==> config.mk <==
export PLATFORM = sky130hd
export DESIGN_NAME = mem_bist_ctrl
export DESIGN_NICKNAME = d
export VERILOG_FILES = /design/src/rtl/mem_bist_ctrl.sv
export SDC_FILE = /design/constraint.sdc
export NUM_CORES = 1
export LEC_CHECK = 0
export BUFFER_PORTS_ARGS = -buffer_cell sky130_fd_sc_hd__buf_4
export CAP_MARGIN = 20
export CORE_MARGIN = 1.5
export CORE_UTILIZATION = 35
export CTS_CLUSTER_DIAMETER = 40
export DETAILED_ROUTE_END_ITERATION = 10
export PLACE_DENSITY = 0.64
export SLEW_MARGIN = 40
export SYNTH_ARGS = -nofsm -noshare
export SYNTH_HDL_FRONTEND = slang
export SYNTH_SLANG_ARGS = --single-unit
export TNS_END_PERCENT = 10
==> constraint.sdc <==
create_clock -name clk -period 2.7 [get_ports clk]
set_input_delay 0.27 -clock clk [delete_from_list [all_inputs] [get_ports clk]]
set_output_delay 0.27 -clock clk [all_outputs]
set_load 0.1 [all_outputs]
==> src/rtl/mem_bist_ctrl.sv <==
// Memory built-in self-test initiator: writes a pattern to every word, reads it back
// through a latency-matched compare pipeline and reports pass/fail plus the first failure.
module mem_bist_ctrl #(
    parameter int ADDR_WIDTH = 5,
    parameter int DATA_WIDTH = 8,
    parameter int RD_LATENCY = 1
) (
    input  logic                  clk,
    input  logic                  rst_n,
    input  logic                  start,
    input  logic [1:0]            pattern_sel,
    output logic                  mem_read,
    output logic                  mem_write,
    output logic [ADDR_WIDTH-1:0] mem_addr,
    output logic [DATA_WIDTH-1:0] mem_wdata,
    input  logic [DATA_WIDTH-1:0] mem_rdata,
    output logic                  busy,
    output logic                  done,
    output logic                  pass,
    output logic [ADDR_WIDTH:0]   err_count,
    output logic [ADDR_WIDTH-1:0] fail_addr,
    output logic [DATA_WIDTH-1:0] fail_data
);

    typedef enum logic [2:0] {IDLE, WRITE, READ, DRAIN, DONE} state_t;

    state_t                  state_q, state_d;
    logic                    accept;
    logic                    last_addr;
    logic                    miscompare;
    logic [ADDR_WIDTH-1:0]   addr_q;
    logic [1:0]              pat_q;
    logic [DATA_WIDTH-1:0]   wdata_q;
    logic [DATA_WIDTH-1:0]   exp_wr, exp_rd;
    logic [RD_LATENCY-1:0]   pipe_vld;
    logic [ADDR_WIDTH-1:0]   pipe_addr [RD_LATENCY];

    function automatic logic [DATA_WIDTH-1:0] exp_data(input logic [ADDR_WIDTH-1:0] a,
                                                       input logic [1:0] code);
        logic [DATA_WIDTH-1:0] d;
        logic [7:0]            a5;
        a5 = 8'hA5;
        d  = '0;
        case (code)
            2'd0: d = DATA_WIDTH'(a);
            2'd1: d = ~DATA_WIDTH'(a);
            2'd2: for (int i = 0; i < DATA_WIDTH; i++) d[i] = (i % 2 == 0) ^ a[0];
            default: for (int i = 0; i < DATA_WIDTH; i++) d[i] = a5[i % 8];
        endcase
        return d;
    endfunction

    assign last_addr  = (addr_q == {ADDR_WIDTH{1'b1}});
    assign exp_wr     = exp_data(addr_q, pat_q);
    assign exp_rd     = exp_data(pipe_addr[RD_LATENCY-1], pat_q);
    assign miscompare = pipe_vld[RD_LATENCY-1] && (mem_rdata != exp_rd);

    always_comb begin
        // NOTE: every signal written here gets a default first so no path infers a latch.
        state_d   = state_q;
        accept    = 1'b0;
        mem_write = 1'b0;
        mem_read  = 1'b0;
        busy      = 1'b0;
        done      = 1'b0;
        mem_addr  = addr_q;
        mem_wdata = wdata_q;
        case (state_q)
            IDLE, DONE: begin
                done = (state_q == DONE);
                if (start) begin
                    accept  = 1'b1;
                    state_d = WRITE;
                end
            end
            WRITE: begin
                busy      = 1'b1;
                mem_write = 1'b1;
                mem_wdata = exp_wr;
                if (last_addr) state_d = READ;
            end
            READ: begin
                busy     = 1'b1;
                mem_read = 1'b1;
                if (last_addr) state_d = DRAIN;
            end
            DRAIN: begin
                busy = 1'b1;
                if (pipe_vld == '0) state_d = DONE;
            end
            default: state_d = IDLE;
        endcase
        pass = done && (err_count == '0);
    end

    // NOTE: sequential state uses non-blocking assignments so every register samples pre-edge values.
    always_ff @(posedge clk or negedge rst_n) begin
        if (!rst_n) state_q <= IDLE;
        else        state_q <= state_d;
    end

    always_ff @(posedge clk or negedge rst_n) begin
        if (!rst_n) begin
            addr_q    <= '0;
            pat_q     <= '0;
            wdata_q   <= '0;
            pipe_vld  <= '0;
            err_count <= '0;
            fail_addr <= '0;
            fail_data <= '0;
        end else begin
            pipe_vld <= (pipe_vld << 1) | RD_LATENCY'(mem_read);
            if (mem_write) wdata_q <= exp_wr;
            if (accept) begin
                addr_q    <= '0;
                pat_q     <= pattern_sel;
                err_count <= '0;
                fail_addr <= '0;
                fail_data <= '0;
            end else begin
                // The counter wraps to 0 exactly at the WRITE->READ and READ->DRAIN boundaries.
                if (mem_write || mem_read) addr_q <= addr_q + 1'b1;
                if (miscompare) begin
                    if (err_count == '0) begin
                        fail_addr <= pipe_addr[RD_LATENCY-1];
                        fail_data <= mem_rdata;
                    end
                    err_count <= err_count + 1'b1;
                end
            end
        end
    end

    // NOTE: the address pipeline is qualified by pipe_vld, so it needs no reset and stays plain flops.
    always_ff @(posedge clk) begin
        pipe_addr[0] <= addr_q;
        for (int i = 1; i < RD_LATENCY; i++) pipe_addr[i] <= pipe_addr[i-1];
    end

endmodule
-- Yosys cells after proc, flatten, opt, wreduce, memory -nomap -nowiden
Memories as Yosys holds them, arrays and structs flattened.
Index checks and enable logic that the tools add are counted.
- memories: 1
- word-level logic and storage cells: 64
- RAM bits: 5
- register bits: 38
- bits of input ports: 13
- equal/unequal tests: 12
- add/sub/neg operators: 2
- reduce and logical (&&, ||, !) cells: 13
- bitwise logic cells: 4
- multiplexer cells: 24
- memory list (name ; words ; width ; rd ports ; clocked after memory_dff ; write ports ; line ; RTL):
    pipe_addr ; 1 ; 5 ; 1 ; 0 ; 1 ; 36 ; logic [ADDR_WIDTH-1:0] pipe_addr [RD_LATENCY];
- operators with widths (operator ; count):
    one-hot mux 8 bit (3 select lines) ; 2
    2-to-1 mux 8 bit ; 4
    2-to-1 mux 5 bit ; 5
    NOT 5 -> 8 bit ; 2
    2-to-1 mux 3 bit ; 4
    2-to-1 mux 6 bit ; 2
    one-hot mux 3 bit (4 select lines) ; 1
    != test 2 bit (second input constant) ; 4
    != test 8 bit ; 1
    adder 6 x 1 -> 6 bit (second input constant) ; 1
    equality test 3 x 2 -> 1 bit (second input constant) ; 2
    zero test 6 bit ; 1
    2-to-1 mux 1 bit ; 6
    nonzero test 2 bit ; 3
    adder 5 x 1 -> 5 bit (second input constant) ; 1
    equality test 5 bit (second input constant) ; 1
    AND reduction 4 bit ; 1
    equality test 3 x 1 -> 1 bit (second input constant) ; 1
    equality test 3 bit (second input constant) ; 1
    zero test 3 bit ; 1
    OR reduction 3 bit ; 1
    equality test 2 x 1 -> 1 bit (second input constant) ; 1
    equality test 2 bit (second input constant) ; 1
    logical AND 1 bit ; 2
    5 further kinds ; 6

-- Logic depth before layout (Yosys ltp)
- depth after elaboration: 6
- depth in mapped cells: 10

-- Worst setup path before layout
OpenSTA, ideal clock, no wires.
- kind: register to output
- start point: reg addr_q[0], in the netlist mem_addr[0]
- end point: out mem_wdata[7]
- setup slack: -1.735 ns
- stages on the path, launching flop included: 5
- data arrival time: 4.165 ns
- cell sequence: dfrtp_1 > clkbuf_1 > a21oi_1 > o21ai_0 > buf_4
- word-level cells in the longest chain between the ends: 2
- ends and longest elaborated chain (what ; line ; RTL):
    start, declared ; 31 ; logic [ADDR_WIDTH-1:0] addr_q;
    start signal, assigned ; 122 ; if (mem_write || mem_read) addr_q <= addr_q + 1'b1;
    one-hot mux 8 bit (3 select lines) ; 44 ; case (code)
    2-to-1 mux 8 bit ; 68 ; case (state_q)
    end, declared ; 15 ; output logic [DATA_WIDTH-1:0] mem_wdata,
No other way between the ends.

-- Final worst setup path
- start point: reg state_q[0]
- end point: out mem_wdata[1]
- word-level cells in the longest chain between the ends: 2
- ends and longest elaborated chain (what ; line ; RTL):
    start, declared ; 27 ; state_t state_q, state_d;
    start signal, assigned ; 99 ; else state_q <= state_d;
    equality test 3 x 1 -> 1 bit ; 68 ;
    2-to-1 mux 8 bit ; 68 ;
No other way between the ends.

==> flow_summary_export.csv <==
group,metric,value,unit
floorplanning,fp.dieH,84.5,um
timing,period_needed,2.34,ns
timing,layout_setup_ws,0.360,ns
logic_synthesis,synthFlopType,"dfrtp_1",
timing,min_period_over_period,86.7,%
timing,slew_violations,0,
job,cap_violations,0,
global_routing,grt_pass1_wl,8550,um
placed_design,gp_congestion,0.759,
floorplanning,coreArea,6390,um2
critical_path,r2r-start,"pat_q[1]",
final_layout,syn_to_final_growth,21.1,%
timing,final.setup.tns,0,ns
clocking,path_clk_slew,0.08,ns
critical_path,crit_chain,"or3b_2 -> inv_2 -> o221ai_1 -> o21a_1 -> buf_4",
clocking,tritoncts,"yes",
placed_design,dp_hpwl,3630,um
global_routing,grt-busiest-layer,"met2",
logic_synthesis,synth_area_leaders,"dfrtp_1 40%, mux2i_1 9.5%, nand2_1 8.7%, dfxtp_1 4.3%, nand2b_1 2.4%",
timing,relSlewSlack,58.7,%
route,drt_iter0_markers,186,
floorplanning,initial_core_util,36.4,%
timing,finClkSkew,0.0137,ns
timing,worst_slew_pin_slew,0.613,ns
final_layout,insertedDiodeCount,0,
floorplanning,fp-row-count,29,
critical_path,r2r-end,"fail_addr[0]",
critical_path,critPathCaptureType,"primary output",
critical_path,crit_arrival,2.07,ns
logic_synthesis,ys.warnings.count,0,
final_layout,num-nets-final,309,
global_routing,use_met2,23.4,%
placed_design,pre_cts_slack,0.458,ns
route,vias,1891,
worst_hold_path,hold_path_depth,3,
logic_synthesis,ys_async_sr_fraction,88.1,%
timing,rsz0062_at_grt,"no",
critical_path,path_class,"register to primary output",
clocking,h-tree-depth,2,
logic_synthesis,ys_types,49,
logic_synthesis,syn_avg_cell_area,9.52,um2
global_routing,gr-usage-all-layers,14.8,%
critical_path,worst_setup_path_start_kind,"register",
global_routing,grt_overflow_total,0,
logic_synthesis,netlist_area,2320,um2
global_routing,met3_usage,3.54,%
critical_path,required,2.43,ns
final_layout,drive_gt1_share,24.2,%
logic_synthesis,synth_nets,261,
floorplanning,fp.dieW,84.5,um
critical_path,reg2reg_setup_slack,0.40,ns
route,avgViaCountPerCell,5.11,
logic_synthesis,synth_most_common_cell,"nand2_1",
outcome,status,"finished clean",
logic_synthesis,yosys-top-cells-count,"54 x nand2_1, 37 x dfrtp_1, 22 x mux2i_1",
route,firstDrtPassIters,4,
final_layout,fillers,632,
critical_path,crit_family,"simple AND/OR/NAND/NOR gates",
route,drc,0,
clocking,clockBufferDepth,2,
worst_hold_path,hold_path.startpoint,"pattern_sel[0]",
worst_hold_path,hp-class,"primary input to register",
clocking,clkSinkCount,42,
clocking,cts-resized-gates,0,
route,routedWlPerCell,13.6,um
logic_synthesis,synth_area_leader_cell,"dfrtp_1",
timing,max_freq,427,MHz
floorplanning,io_pins,50,
route,postRouteAntennaNets,0,
timing,setup_viol,0,
logic_synthesis,ys_ff_latch,42,
critical_path,slowest_delay,0.58,ns
global_routing,antenna_found_initial,0,
timing,holdWs,0.172,ns
critical_path,worst-path-buf-inv,2,
route,wirelength,5050,um
critical_path,cpMaxStageDelayCell,"or3b_2",
timing,hold_viol,0,
global_routing,grt_max_degree,40,
logic_synthesis,synth_top_area_share,39.9,%
clocking,numCtsBuffers,5,
global_routing,gr-usage-met1,20.8,%
logic_synthesis,ys_seq_area_share,44.2,%
critical_path,r2r_cells,7,
floorplanning,die_area,7130,um2
critical_path,worstPathMaxFanout,10,
final_layout,final_util,44.0,%
global_routing,grt_pass1_vias,1750,
placed_design,portBuffers,49,
logic_synthesis,synth_edf_count,0,
logic_synthesis,syn_inst,244,
clocking,clock-root-buffer,"clkbuf_8",
clocking,clk_latency,0.29,ns
worst_hold_path,min_to,"pat_q[0]",
## area by class of cell
cell class / count / area, um2 / share of cell area, %
clock buffers: 7 / 86.3 / 3.07
clock inverters: 1 / 8.76 / 0.311
inverters: 9 / 33.8 / 1.20
multi-input cells: 178 / 1140 / 40.5
flip-flops and latches: 42 / 1030 / 36.5
well taps: 77 / 96.3 / 3.43
repair buffers: 56 / 423 / 15.0
## layer usage
metal	routed length (um)	vias up	share of wire, %
met4	31	0	0.61
li1	-	945	-
met1	2370	893	47
met3	261	4	5.2
met2	2380	49	47
met5	0	-	0
## repair_timing
action,CTS,global route
buffers inserted,0,0
endpoints found under the hold margin,37,0
hold buffers,1,0
## state kept, by name (all words and copies together), names as in the netlist
name	cells
fail_data	8
state_q	3
wdata_q	7
pipe_vld	1
pat_q	2
pipe_addr	5
mem_addr	5
fail_addr	5
err_count	6
## stage by stage
stage	cell area [um2]	std cells
2_1_floorplan	2330	244
3_3_place_gp	2710	361
3_5_place_dp	2710	361
4_1_cts	2810	370
5_1_grt	2810	370
6_report	2810	370
## tightest hold or removal path: stages
cell and delay (ns):
buf_4 0.08, nand2_1 0.03, o21ai_0 0.05
## worst max path at each step
stage / startpoint / endpoint / slack, ns / depth (start not counted)
CTS: state_q[0] / mem_wdata[1] / 0.34 / 5
global route: pat_q[1] / fail_data[4] / 0.20 / 7
global placement: pat_q[1] / fail_data[4] / 0.53 / 7
finish: state_q[0] / mem_wdata[1] / 0.36 / 5
floorplan: err_count[0] / pass / -0.31 / 5
detailed placement: pat_q[1] / fail_addr[0] / 0.46 / 7
## placed cells by master, fill, tap and decap left out, types with 2 or more instances in the layout
cell,n
nand2_1,54
nor2_1,13
clkbuf_8,6
o221ai_1,4
nand4_1,3
o22ai_1,3
o21ai_0,6
o21a_1,5
o31ai_1,2
a21oi_1,11
inv_1,8
and3_1,2
nor2b_1,2
a31oi_1,2
xnor2_1,5
mux2i_1,22
buf_4,55
nand3b_1,2
o21ai_2,2
dfrtp_1,37
dfxtp_1,5
xor2_1,3
nand2b_1,9
ha_1,4
nor4_1,2
o211ai_1,2
## cells by family after synthesis
logic type                 Yosys count  share of synthesized area (%)
and+or+nand+nor                     96                           19.9
AOI/OAI and AO/OA                   47                           13.7
DFF                                 42                           44.2
buffers and inverters               24                           7.11
muxes                               22                           9.48
xor gates and xnor gates             8                           3.02
adders and majority gates            5                           2.64
Power is not shown: default switching activity piles up to over one toggle a cycle in this logic, so the estimate is an artifact.
